--- src/rtl/alu_arbiter.sv ---
// Round-robin share of one ALU/ALUCtrl pair between two valid/ready requesters; 3 cycles per op (accept, EXEC, RESP).
// rsp_ready low parks the block in RESP with every output frozen; no new request is accepted until the response drains.
module alu_arbiter #(
  parameter int DWIDTH = 32,
  parameter int CNT_W  = 8
) (
  input  logic              clk,
  input  logic              rst,
  input  logic [1:0]        req_valid,
  output logic [1:0]        req_ready,
  input  logic [DWIDTH-1:0] req_a0,
  input  logic [DWIDTH-1:0] req_b0,
  input  logic [DWIDTH-1:0] req_a1,
  input  logic [DWIDTH-1:0] req_b1,
  input  logic [3:0]        req_func0,
  input  logic [3:0]        req_func1,
  input  logic [1:0]        req_alu_op0,
  input  logic [1:0]        req_alu_op1,
  output logic [DWIDTH-1:0] alu_a,
  output logic [DWIDTH-1:0] alu_b,
  output logic [3:0]        alu_func,
  output logic [1:0]        alu_op,
  input  logic [DWIDTH-1:0] alu_out,
  output logic [1:0]        rsp_valid,
  input  logic [1:0]        rsp_ready,
  output logic [DWIDTH-1:0] rsp_data,
  output logic              busy,
  output logic [CNT_W-1:0]  op_count
);

  typedef enum logic [1:0] {
    IDLE = 2'd0,
    EXEC = 2'd1,
    RESP = 2'd2
  } state_t;

  typedef struct packed {
    logic [DWIDTH-1:0] a;
    logic [DWIDTH-1:0] b;
    logic [3:0]        func;
    logic [1:0]        op;
  } alu_cmd_t;

  state_t   state, state_nxt;
  logic     g;
  logic     last;
  logic     grant;
  logic     grant_vld;
  logic     accept;
  logic     rsp_hs;
  alu_cmd_t cmd_sel;
  alu_cmd_t cmd_q;

  // Round-robin: a lone requester always wins; on a tie the one not served last wins.
  always_comb begin
    grant_vld = 1'b0;
    grant     = 1'b0;
    case (req_valid)
      2'b01: begin grant_vld = 1'b1; grant = 1'b0;  end
      2'b10: begin grant_vld = 1'b1; grant = 1'b1;  end
      2'b11: begin grant_vld = 1'b1; grant = ~last; end
      default: begin grant_vld = 1'b0; grant = 1'b0; end
    endcase
  end

  always_comb begin
    req_ready = 2'b00;
    if (state == IDLE && grant_vld) req_ready[grant] = 1'b1;
  end

  assign accept = |(req_valid & req_ready);

  always_comb begin
    if (grant) cmd_sel = '{a: req_a1, b: req_b1, func: req_func1, op: req_alu_op1};
    else       cmd_sel = '{a: req_a0, b: req_b0, func: req_func0, op: req_alu_op0};
  end

  always_comb begin
    rsp_valid = 2'b00;
    if (state == RESP) rsp_valid[g] = 1'b1;
  end

  assign rsp_hs = |(rsp_valid & rsp_ready);
  assign busy   = (state != IDLE);

  always_ff @(posedge clk) begin
    if (rst) state <= IDLE;
    else     state <= state_nxt;
  end

  always_comb begin
    state_nxt = state;
    case (state)
      IDLE:    if (accept) state_nxt = EXEC;
      EXEC:    state_nxt = RESP;
      RESP:    if (rsp_hs) state_nxt = IDLE;
      default: state_nxt = IDLE;
    endcase
  end

  // Operands are only loaded on accept, so they stay frozen through EXEC and RESP.
  always_ff @(posedge clk) begin
    if (rst) begin
      g        <= 1'b0;
      last     <= 1'b1;
      cmd_q    <= '0;
      rsp_data <= '0;
      op_count <= '0;
    end else begin
      if (accept) begin
        g     <= grant;
        last  <= grant;
        cmd_q <= cmd_sel;
      end
      if (state == EXEC) rsp_data <= alu_out;
      if (rsp_hs) op_count <= op_count + {{(CNT_W-1){1'b0}}, 1'b1};
    end
  end

  assign alu_a    = cmd_q.a;
  assign alu_b    = cmd_q.b;
  assign alu_func = cmd_q.func;
  assign alu_op   = cmd_q.op;

endmodule
--- config.mk ---
export PLATFORM = sky130hd
export DESIGN_NAME = alu_arbiter
export DESIGN_NICKNAME = d
export VERILOG_FILES = /design/src/rtl/alu_arbiter.sv
export SDC_FILE = /design/constraint.sdc
export NUM_CORES = 1
export LEC_CHECK = 0
export CORE_AREA = 2 2 123 125
export DETAILED_ROUTE_END_ITERATION = 12
export DIE_AREA = 0 0 125 127
export PLACE_DENSITY = 0.76
export SYNTH_ARGS = -nofsm -noshare
export SYNTH_HDL_FRONTEND = slang
export SYNTH_SLANG_ARGS = --single-unit
--- constraint.sdc ---
create_clock -name clk -period 1.2 [get_ports clk]
set_input_delay 0.18 -clock clk [delete_from_list [all_inputs] [get_ports clk]]
set_output_delay 0.18 -clock clk [all_outputs]
set_load 0.02 [all_outputs]
# ---- Word level (Yosys, flattened, before mapping)
# Index checks and enable logic that the tools add are counted.
dict set report totals {
  register_bits 114
  input_bits 178
  output_inout_bits 115
  wordCells 45
}
dict set report classes {
  addsub 1
  magnitude_cmp 4
  eq_ne 7
  mux 12
  n_bitwise 3
  reduce_logical 9
}
# op n
set op_table {}
lappend op_table {{70-bit 2-to-1 mux} 1}
lappend op_table {{8-bit by 1-bit adder with 8-bit output (second input constant)} 1}
lappend op_table {{2-bit 2-to-1 mux} 4}
lappend op_table {{2-bit equality test (second input constant)} 3}
lappend op_table {{2-bit one-hot mux with 3 select lines} 1}
lappend op_table {{2-bit bitwise AND} 2}
lappend op_table {{2-bit by 1-bit equality test with 1-bit output (second input constant)} 2}
lappend op_table {{1-bit by 2-bit less-than comparator with 1-bit output (second input constant)} 2}
lappend op_table {{2-bit != test (second input constant)} 2}
lappend op_table {{2-bit OR reduction} 2}
lappend op_table {{1-bit logical AND} 3}
lappend op_table {{1-bit 2-to-1 mux} 3}
lappend op_table {{3-bit OR reduction} 1}
lappend op_table {{1-bit demux with 1-bit select} 2}
lappend op_table {{1-bit >= comparator (second input constant)} 2}
lappend op_table {{2-bit zero test} 1}
lappend op_table {{1-bit one-hot mux with 2 select lines} 1}
lappend op_table {{2-bit AND reduction} 1}
lappend op_table {{2-bit nonzero test} 1}
lappend op_table {{1-bit inverter} 1}

# ---- Depth between registers and ports, before layout
# Gate-level depths: netlist of the first run.
dict set report depth {
  ltp_word 11
  depth_mapped 7
  depth_no_buf 4
}

# ---- Least setup slack after synthesis of the first run
# Ideal clock, no wire load.
dict set report synth_path {
  path_type {reg-to-reg}
  start {register op_count[0]}
  end {register op_count[7]}
  setup_ns 0.121
  arrival_ns 1.309
  required_ns 1.079
  path_slack_ns -0.230
  stages_incl_launch_ff 4
  n_path_buf 0
  synth_period_minus_slack_ns 1.430
  path_cell_list {dfxtp_1 nand4b_4 nor4b_1 mux2_2}
}
dict set report synth_via {
  elab_chain_len 1
}
# element line_no
set synth_lines {}
lappend synth_lines {{start: declaration} 28} ;# output logic [CNT_W-1:0] op_count
lappend synth_lines {{start signal: assignment} 116} ;# if (rsp_hs) op_count <= op_count + {{(CNT_W-1){1'b0}}, 1'b1};
lappend synth_lines {{8-bit by 1-bit adder with 8-bit output} 116}
# No other way between the ends.
# A chain may end at the register's enable or synchronous reset.

# ---- Final worst setup path of the first run
dict set report layout_path {
  start {register state[0]}
  end {output busy}
}
dict set report layout_via {
  elab_chain_len 1
}
# element line_no
set layout_lines {}
lappend layout_lines {{start: declaration} 44} ;# state_t state, state_nxt;
lappend layout_lines {{start signal: assignment} 88} ;# else state <= state_nxt;
lappend layout_lines {{2-bit nonzero test} 84} ;# assign busy = (state != IDLE);
lappend layout_lines {{end: declaration} 27} ;# output logic busy,
# No other way between the ends.

==> reports/results.tsv, run 1 <==
metric	value	unit
post-synthesis cell type count	31	
post-route antenna net violation count	0	
clock-pin slew on the worst setup and hold paths	0.05	ns
TritonCTS Buffers	17	
antenna cell count	0	
Area growth, synth to finish	90.9	%
IO Port Bufs	292	
area of the core	14400	um^2
CTS max path bufs	2	
Crit Path Class	flip-flop to primary output	
leakage	3.69	nW
Wirelength per Cell	19.5	um
Critical Path Fanout Max	5	
Yosys reg bits	114	
Total GRT Usage	24.8	%
# DRC	0	
DR iter-0 viols	446	
vias per inst	5.51	
Mapped Area	4890	um^2
pre-CTS setup slack	-0.661	ns
Hold WS	0.171	ns
Mapped Nets	791	
setup_tns	-13.45	ns
share of layout cells above drive strength 1	36.1	%
gr ovfl total	0	
CTS tree	built	
Final WS setup	-0.261	ns
routability cong.	0.836	
Initial Util	33.9	%
first-pass GRT wire length	31500	um
hold buffers post-CTS	0	
Worst Tran Pin Value	0.417	ns
Ports	293	
die height	127	um
power consumption	0.0132	W
VDD IR max	1.06	mV
clock sinks	114	
pin count of the biggest net entering global routing	46	
Root Driver	clkbuf_16	
HPWL after detailed placement	12800	um
final slew viol count	0	
outcome	finished, violations left	
failing checks	negative setup slack	
Rel. slew slack	72.2	%
Yosys warning count	0	
Site Rows	44	
DR vias	6200	
Die X	125	um
Fmax	0.685	GHz
Total Routed Length	21900	um
sequential-to-total area share from yosys stat	46.7	%
CTS H-tree depth	4	
WP data required	1.02	ns
skew final	0.00703	ns
vias in the first global route	5879	
area of the die	15900	um^2
DRT Pass-1 Iters	5	
PD cells	1410	nW/um^2
CP arrival	1.28	ns
synthesized area per cell	7.99	um^2
RSZ-0062 raised after global routing	true	
Setup crit start kind	flip-flop	
Worst-Skew Late Latency	0.42	ns
crit path time final	1.46	ns
Worst Hold Class	input port to flip-flop	
initial antenna violation count	0	
Critical Path End Type	primary output	
Final nets	1107	
period utilisation layout	122	%
max-cap violations	0	
Final Setup Violations	113	
synthesized instance count	612	
Fin. Hold Viols	0	
Fill cells	1255	
post-layout utilization of the core	64.7	%
==> kinds of logic (layout without fill, tap and decap cells) <==
logic type      Yosys count  count (layout)  synth area share, %
compound gates          191             191                 21.7
buf+inv                  70             398                 7.27
fa+ha+maj                 1               1                0.256
simple gates            234             234                 23.7
flops                   114             114                 46.7
mux                       2               3                0.435
==> synthesized netlist by cell type <==
cell | count | area (um^2)
nand3_1 | 141 | 706
or4_1 | 4 | 30.0
and3_1 | 1 | 6.26
o21ai_0 | 75 | 375
nand2_1 | 66 | 248
nand4b_4 | 1 | 23.8
nor4b_1 | 1 | 8.76
a21boi_2 | 1 | 11.3
or3_1 | 2 | 12.5
ha_1 | 1 | 12.5
nor2_4 | 1 | 11.3
nor2_1 | 3 | 11.3
inv_1 | 2 | 7.51
a31oi_1 | 70 | 438
a21oi_1 | 41 | 205
clkbuf_1 | 38 | 143
nor2b_1 | 3 | 18.8
nor3b_4 | 1 | 18.8
mux2i_1 | 1 | 10.0
inv_2 | 1 | 3.75
nor2_2 | 1 | 6.26
buf_2 | 20 | 100
nand4_1 | 1 | 6.26
buf_6 | 9 | 101
nor3_1 | 1 | 5.00
dfxtp_1 | 114 | 2280
and2_1 | 1 | 6.26
nand2b_1 | 3 | 18.8
mux2_2 | 1 | 11.3
o31ai_1 | 4 | 30.0
nand3b_1 | 3 | 22.5
==> report_power, final <==
| group | total (W) | switching (W) | internal [W] |
|---|---|---|---|
| clock | 0.00526 | 0.00188 | 0.00338 |
| sequential | 0.00430 | 0.000197 | 0.00410 |
| combinational | 0.00361 | 0.00186 | 0.00175 |
==> state kept, by name, summed over array words and instances (netlist names) <==
signal / flops
state: 2
rsp_data: 32
op_count: 8
alu_b: 32
alu_op: 2
last: 1
alu_a: 32
alu_func: 4
g: 1
==> area by class of cell <==
type / instances / area, um^2 / area share, %
Sequential cell: 114 / 2310 / 24.8
Multi-Input combinational cell: 429 / 2710 / 29.0
Clock inverter: 13 / 155 / 1.66
Timing Repair Buffer: 363 / 3450 / 37.0
Inverter: 3 / 18.8 / 0.201
Tap cell: 184 / 230 / 2.47
Clock buffer: 19 / 454 / 4.87
==> layout by cell type (no fill, tap or decap), drive strengths merged, types with 4 or more instances in the layout <==
| cell type | n |
|---|---|
| buf | 180 |
| clkdlybuf4s50 | 176 |
| nand3 | 141 |
| dfxtp | 114 |
| o21ai | 75 |
| a31oi | 70 |
| nand2 | 66 |
| a21oi | 41 |
| clkbuf | 26 |
| inv | 6 |
| clkinv | 5 |
| nor2 | 5 |
| o31ai | 4 |
| or4 | 4 |
==> stage by stage <==
stage / std cells / instance area (um^2)
final: 1125 / 9340
after global routing: 1125 / 9340
after CTS: 1112 / 8920
after detailed placement: 1063 / 8200
after global placement: 1063 / 8200
after floorplan: 612 / 4970
==> worst paths after layout <==
kind                                  start  cells after the start          end  slack (ns)
worst min-delay path                    rst                      3  op_count[7]        0.17
worst max-delay path               state[0]                      4         busy       -0.26
worst min register to register  rsp_data[5]                      2  rsp_data[5]        0.45
worst max register to register     state[0]                      5  op_count[3]       -0.23
==> timing repair <==
action                     4_1_cts  5_1_grt
pin swaps                       12       39
gates resized for setup        481      158
setup endpoints to repair      229      156
buffers inserted                10        5
gates cloned                     7       10
==> routing by layer <==
metal / up-vias / track usage, % / part of all wire [%]
met4: 0 / 7.97 / 2.7
met5: - / 0 / 0
met1: 2927 / 30.3 / 39
li1: 2872 / - / -
met3: 47 / 7.75 / 8.6
met2: 354 / 42.0 / 50
==> critical path, cell delays in order, from the launching register on <==
cell     delay [ns]
dfxtp_4        0.36
nor2_4         0.18
buf_6          0.15
inv_8          0.05
buf_6          0.13
No activity file was read; power rests on OpenSTA's default activity.
==> run 2: changes to the inputs <==
==> config.mk (replaced) <==
export PLATFORM = sky130hd
export DESIGN_NAME = alu_arbiter
export DESIGN_NICKNAME = d
export VERILOG_FILES = /design/src/rtl/alu_arbiter.sv
export SDC_FILE = /design/constraint.sdc
export NUM_CORES = 1
export LEC_CHECK = 0
export CORE_AREA = 4 4 115 117
export CTS_BUF_LIST = sky130_fd_sc_hd__clkbuf_16
export DETAILED_ROUTE_END_ITERATION = 12
export DIE_AREA = 0 0 119 121
export PLACE_DENSITY = 0.85
export SYNTH_ARGS = -nofsm -noshare
export SYNTH_HDL_FRONTEND = slang
export SYNTH_SLANG_ARGS = --single-unit
==> constraint.sdc (replaced) <==
create_clock -name clk -period 1.8 [get_ports clk]
set_input_delay 0.27 -clock clk [delete_from_list [all_inputs] [get_ports clk]]
set_output_delay 0.27 -clock clk [all_outputs]
set_load 0.02 [all_outputs]
==> run 2 against run 1 <==
Critical endpoint is now op_count[3]. Global-route usage decreased by 0.38 points. Critical path depth is 3 lower. The flow now finishes without violations. Worst setup slack improved by 0.33 ns. Highest routed layer unchanged. Power shrank 40%. Largest cell class unchanged.
==> reports/results.tsv, run 2 (synthesis results as in run 1) <==
metric	value	unit	change
outcome	complete, no violations		
Final Setup Violations	0		-100%
setup_tns	0	ns	+13.45 ns
gr ovfl total	0		unchanged
CTS tree	built		
power consumption	0.00793	W	-40%
worst path buffer plus inverter count	1		-2
Final nets	1062		-4.1%
hold depth	2		-1
Root Driver	clkbuf_16		
most common cell after layout, fill and taps aside	clkdlybuf4s50_1		
pin count of the biggest net entering global routing	71		+54%
TritonCTS Buffers	17		unchanged
Fill cells	1001		-20%
die height	121	um	-4.7%
post-route antenna net violation count	0		unchanged
clock-pin slew on the worst setup and hold paths	0.05	ns	about the same
Critical Path Fanout Max	6		+1
period utilisation layout	96.0	%	
hold buffers post-CTS	0		unchanged
RSZ-0062 raised after global routing	false		
Rel. slew slack	48.3	%	-24 points
IO Port Bufs	292		unchanged
Area growth, synth to finish	74.2	%	
clock sinks	114		unchanged
crit path time final	1.73	ns	
routability cong.	0.793		-5.1%
DR iter-0 viols	449		+0.67%
leakage	3.04	nW	-18%
Initial Util	39.6	%	+5.7 points
final slew viol count	0		unchanged
area of the core	12400	um^2	-14%
DR vias	5766		-7.0%
delay-heaviest family, CP	buffers and inverters		
commonest non-fill, non-tap cells in the layout	clkdlybuf4s50_1, nand3_1, dfxtp_1		
HPWL after detailed placement	12500	um	-2.8%
Final WS setup	0.0725	ns	+0.333 ns
initial antenna violation count	0		unchanged
Die X	119	um	-4.8%
share of layout cells above drive strength 1	7.59	%	-29 points
Wirelength per Cell	17.3	um	-11%
CTS max path bufs	2		unchanged
VDD IR max	0.490	mV	-54%
critical path depth	1		-3
Worst Hold Class	input port to flip-flop		
PD cells	930	nW/um^2	-34%
Site Rows	41		-6.8%
critical path's largest stage delay	0.65	ns	+0.29 ns
Crit Path Class	flip-flop to primary output		
Critical Path End Type	primary output		
skew final	0.00823	ns	+0.00120 ns
WP data required	1.53	ns	+0.51 ns
HP Start	rst		
Worst-Skew Late Latency	0.40	ns	-0.02 ns
max-cap violations	0		unchanged
DRT Pass-1 Iters	7		+2
area of the die	14400	um^2	-9.3%
first-pass GRT wire length	28400	um	-9.6%
FF-to-FF path depth	4		-1
launch point of the worst reg-to-reg path	last		
Ports	293		unchanged
Worst Tran Pin Value	0.775	ns	+0.358 ns
crit-path cells	clkdlybuf4s50_1		
# DRC	0		unchanged
vias in the first global route	5561		-5.4%
Fmax	0.579	GHz	
antenna cell count	0		unchanged
CTS resizes	11		-98%
Fin. Hold Viols	0		unchanged
Total GRT Usage	24.5	%	-0.38 points
vias per inst	5.40		-2.0%
pre-CTS setup slack	-0.290	ns	+0.371 ns
CP startpoint	op_count[3]		
Setup crit start kind	flip-flop		
postcts setup bufs	0		-10
Slowest-stage cell, CP	clkdlybuf4s50_1		
Total Routed Length	18500	um	-16%
CP arrival	1.46	ns	+0.18 ns
CTS H-tree depth	4		unchanged
[run 2: changes by cell type in the layout (fill, tap and decap cells not counted), moves of 13 or more]
cell | previous run | this run
nand3_2 | 14 | 0
a21oi_2 | 20 | 0
clkdlybuf4s50_1 | 176 | 283
buf_2 | 105 | 0
o21ai_2 | 40 | 0
buf_6 | 23 | 0
nand2_1 | 52 | 66
a21oi_1 | 21 | 41
o21ai_1 | 21 | 0
nand2_2 | 14 | 0
nand3_1 | 127 | 141
buf_12 | 19 | 6
o21ai_0 | 14 | 75
[run 2: layer usage]
layer	track usage [%]	share of wire, %	wire, um
met1	29.3	40	7390
met2	40.0	47	8680
met3	9.23	10	1900
met4	9.05	2.8	516
met5	0	0	0
[run 2: metrics by stage]
step                cells  hold WS (ns)  area, um^2  util [%]
CTS                  1068         0.268        8530      69.0
floorplan             612         0.406        4890         -
global placement     1036         0.442        7980      64.5
detailed placement   1036         0.446        7980      64.5
finish               1068         0.278        8520      68.9
global route         1068         0.287        8520      68.9
[run 2: report_power, final]
part | switching (W) | total (W) | internal [W]
Sequential | 0.000113 | 0.00285 | 0.00274
Combinational | 0.000988 | 0.00194 | 0.000955
Clock | 0.00114 | 0.00313 | 0.00199
[run 2: final cells by class]
class                      instances  area, um^2  area share [%]
multi-input combinational        428        2270            26.7
tap                              172         215            2.53
clock buffer                      17         425            4.99
clock inverter                    15         125            1.47
sequential                       114        2280            26.8
inverter                           3        11.3           0.132
timing repair buffer             319        3190            37.4
[run 2: path summary, 6_finish.rpt]
| path | end | slack, ns |
|---|---|---|
| setup reg to reg | alu_a[22] | 0.17 |
| hold / removal | op_count[3] | 0.28 |
| setup / recovery | op_count[3] | 0.07 |
| hold reg to reg | rsp_data[11] | 0.45 |
==> run 3: changes to the inputs <==
--- a/config.mk
+++ b/config.mk
@@ -7,9 +7,10 @@
 export LEC_CHECK = 0
 export CORE_AREA = 4 4 115 117
 export CTS_BUF_LIST = sky130_fd_sc_hd__clkbuf_16
+export CTS_CLUSTER_SIZE = 10
 export DETAILED_ROUTE_END_ITERATION = 12
 export DIE_AREA = 0 0 119 121
-export PLACE_DENSITY = 0.85
+export PLACE_DENSITY = 0.84
 export SYNTH_ARGS = -nofsm -noshare
 export SYNTH_HDL_FRONTEND = slang
 export SYNTH_SLANG_ARGS = --single-unit
==> run 3 against run 2 <==
Combinational power is essentially flat. Clock skew is essentially flat. Largest power group unchanged. Worst setup slack lost 0.010 ns. Via count grew 1.0%.
==> reports/results.tsv, run 3 (synthesis results as in run 1) <==
metric	value	unit	change
outcome	complete, no violations		
Clk pwr share	42.8	%	+3.3 points
Flop pwr share	33.8	%	-2.2 points
worst path buffer plus inverter count	1		unchanged
area occupied by multi-input gates	2270	um^2	unchanged
RSZ-0062 raised after global routing	false		
DR vias	5824		+1.0%
Area growth, synth to finish	76.9	%	
Final nets	1066		+0.38%
pin count of the biggest net entering global routing	45		-37%
Total Routed Length	18900	um	+2.3%
area of the die	14400	um^2	unchanged
setup_tns	0	ns	unchanged
Worst-Skew Late Latency	0.40	ns	about the same
WP data required	1.53	ns	about the same
initial antenna violation count	0		unchanged
CTS tree	built		
share of layout cells above drive strength 1	8.44	%	+0.86 points
Initial Util	39.6	%	unchanged
DRT Pass-1 Iters	5		-2
CTS H-tree depth	4		unchanged
Root Driver	clkbuf_16		
critical path's largest stage delay	0.66	ns	about the same
vias in the first global route	5720		+2.9%
DR iter-0 viols	434		-3.3%
Slowest-stage cell, CP	clkdlybuf4s50_1		
Critical Path End Type	primary output		
P_int	0.00604	W	+6.3%
IO Port Bufs	292		unchanged
area of the core	12400	um^2	unchanged
# DRC	0		unchanged
Final WS setup	0.0621	ns	-0.0104 ns
skew final	0.00826	ns	+0.0000299 ns
Ports	293		unchanged
register area	2280	um^2	unchanged
VDD IR max	0.497	mV	+1.4%
Wirelength per Cell	17.6	um	+1.9%
most common cell after layout, fill and taps aside	clkdlybuf4s50_1		
Site Rows	41		unchanged
Total GRT Usage	25.0	%	+0.59 points
switching share of power	28.3	%	about the same
crit-path cells	clkdlybuf4s50_1		
post-layout utilization of the core	70.0	%	+1.1 points
period utilisation layout	96.6	%	+0.58 points
first-pass GRT wire length	28900	um	+1.8%
Fmax	0.575	GHz	-0.60%
Fill cells	959		-4.2%
Die X	119	um	unchanged
CTS max path bufs	2		unchanged
worst reg2reg setup slack	0.20	ns	+0.03 ns
commonest non-fill, non-tap cells in the layout	clkdlybuf4s50_1, nand3_1, dfxtp_1		
routability cong.	0.817		+3.0%
Crit Path Class	flip-flop to primary output		
leakage	3.10	nW	+2.0%
PD cells	974	nW/um^2	+4.7%
delay-heaviest family, CP	buffers and inverters		
Psw	0.00238	W	+6.3%
Fin. Hold Viols	0		unchanged
antenna cell count	0		unchanged
Setup crit start kind	flip-flop		
Critical Path Fanout Max	6		unchanged
Logic pwr share	23.4	%	-1.1 points
max-cap violations	0		unchanged
clock sinks	114		unchanged
final slew viol count	0		unchanged
CP arrival	1.47	ns	about the same
clock-pin slew on the worst setup and hold paths	0.06	ns	about the same
Final Setup Violations	0		unchanged
Worst Hold Class	input port to flip-flop		
crit path time final	1.74	ns	+0.0104 ns
pre-CTS setup slack	-0.241	ns	+0.0488 ns
gr ovfl total	0		unchanged
post-route antenna net violation count	0		unchanged
Rel. slew slack	69.1	%	+21 points
TritonCTS Buffers	17		unchanged
HPWL after detailed placement	13200	um	+5.6%
Worst Tran Pin Value	0.451	ns	-0.324 ns
die height	121	um	unchanged
vias per inst	5.43		+0.63%
run 3: worst register-to-register path, cell delays in order, from the launching register on:
cell,delay (ns)
dfxtp_1,0.46
nand2b_2,0.18
buf_4,0.26
buf_4,0.35
nand3_1,0.13
a31oi_1,0.15
run 3: path summary, 6_finish.rpt:
kind	startpoint	end	cells past startpoint
setup / recovery	op_count[3]	op_count[3]	1
hold / removal	rst	op_count[3]	2
hold reg to reg	rsp_data[0]	rsp_data[0]	2
setup reg to reg	last	alu_b[16]	5
run 3: final cells by class:
| type | count | area share [%] |
|---|---|---|
| Timing Repair Buffer | 323 | 37.4 |
| Multi-Input combinational cell | 428 | 26.2 |
| Sequential cell | 114 | 26.4 |
| Clock buffer | 17 | 4.92 |
| Tap cell | 172 | 2.49 |
| Inverter | 3 | 0.130 |
| Clock inverter | 15 | 2.37 |
run 3: through the flow:
stage / cells / power (W) / hold slack [ns] / cell area (um^2)
after global placement: 1039 / 0.00485 / 0.442 / 8010
final: 1072 / 0.00843 / 0.307 / 8650
after global routing: 1072 / 0.00876 / 0.325 / 8650
after detailed placement: 1039 / 0.00487 / 0.446 / 8010
after CTS: 1071 / 0.00847 / 0.286 / 8640
after floorplan: 612 / 0.00381 / 0.406 / 4890
run 3: what timing repair did:
action,4_1_cts,5_1_grt
resized for setup,13,5
buffers inserted,0,1
hold endpoints to repair,0,0
hold buffers,0,0
pin swaps,0,1
setup endpoints to repair,6,6
run 3: power groups by stage:
| stage | Clock, W | Sequential, W | Combinational (W) |
|---|---|---|---|
| 2_1_floorplan | 0 | 0.00313 | 0.000685 |
| 3_3_place_gp | 0 | 0.00289 | 0.00195 |
| 3_5_place_dp | 0 | 0.00290 | 0.00197 |
| 4_1_cts | 0.00365 | 0.00285 | 0.00198 |
| 5_1_grt | 0.00378 | 0.00288 | 0.00211 |
| 6_report | 0.00361 | 0.00285 | 0.00197 |
run 3: layer usage:
metal | part of all wire, % | track usage [%]
met5 | 0 | 0
met4 | 2.8 | 10.8
met3 | 9.7 | 9.18
met2 | 49 | 42.2
met1 | 38 | 28.6
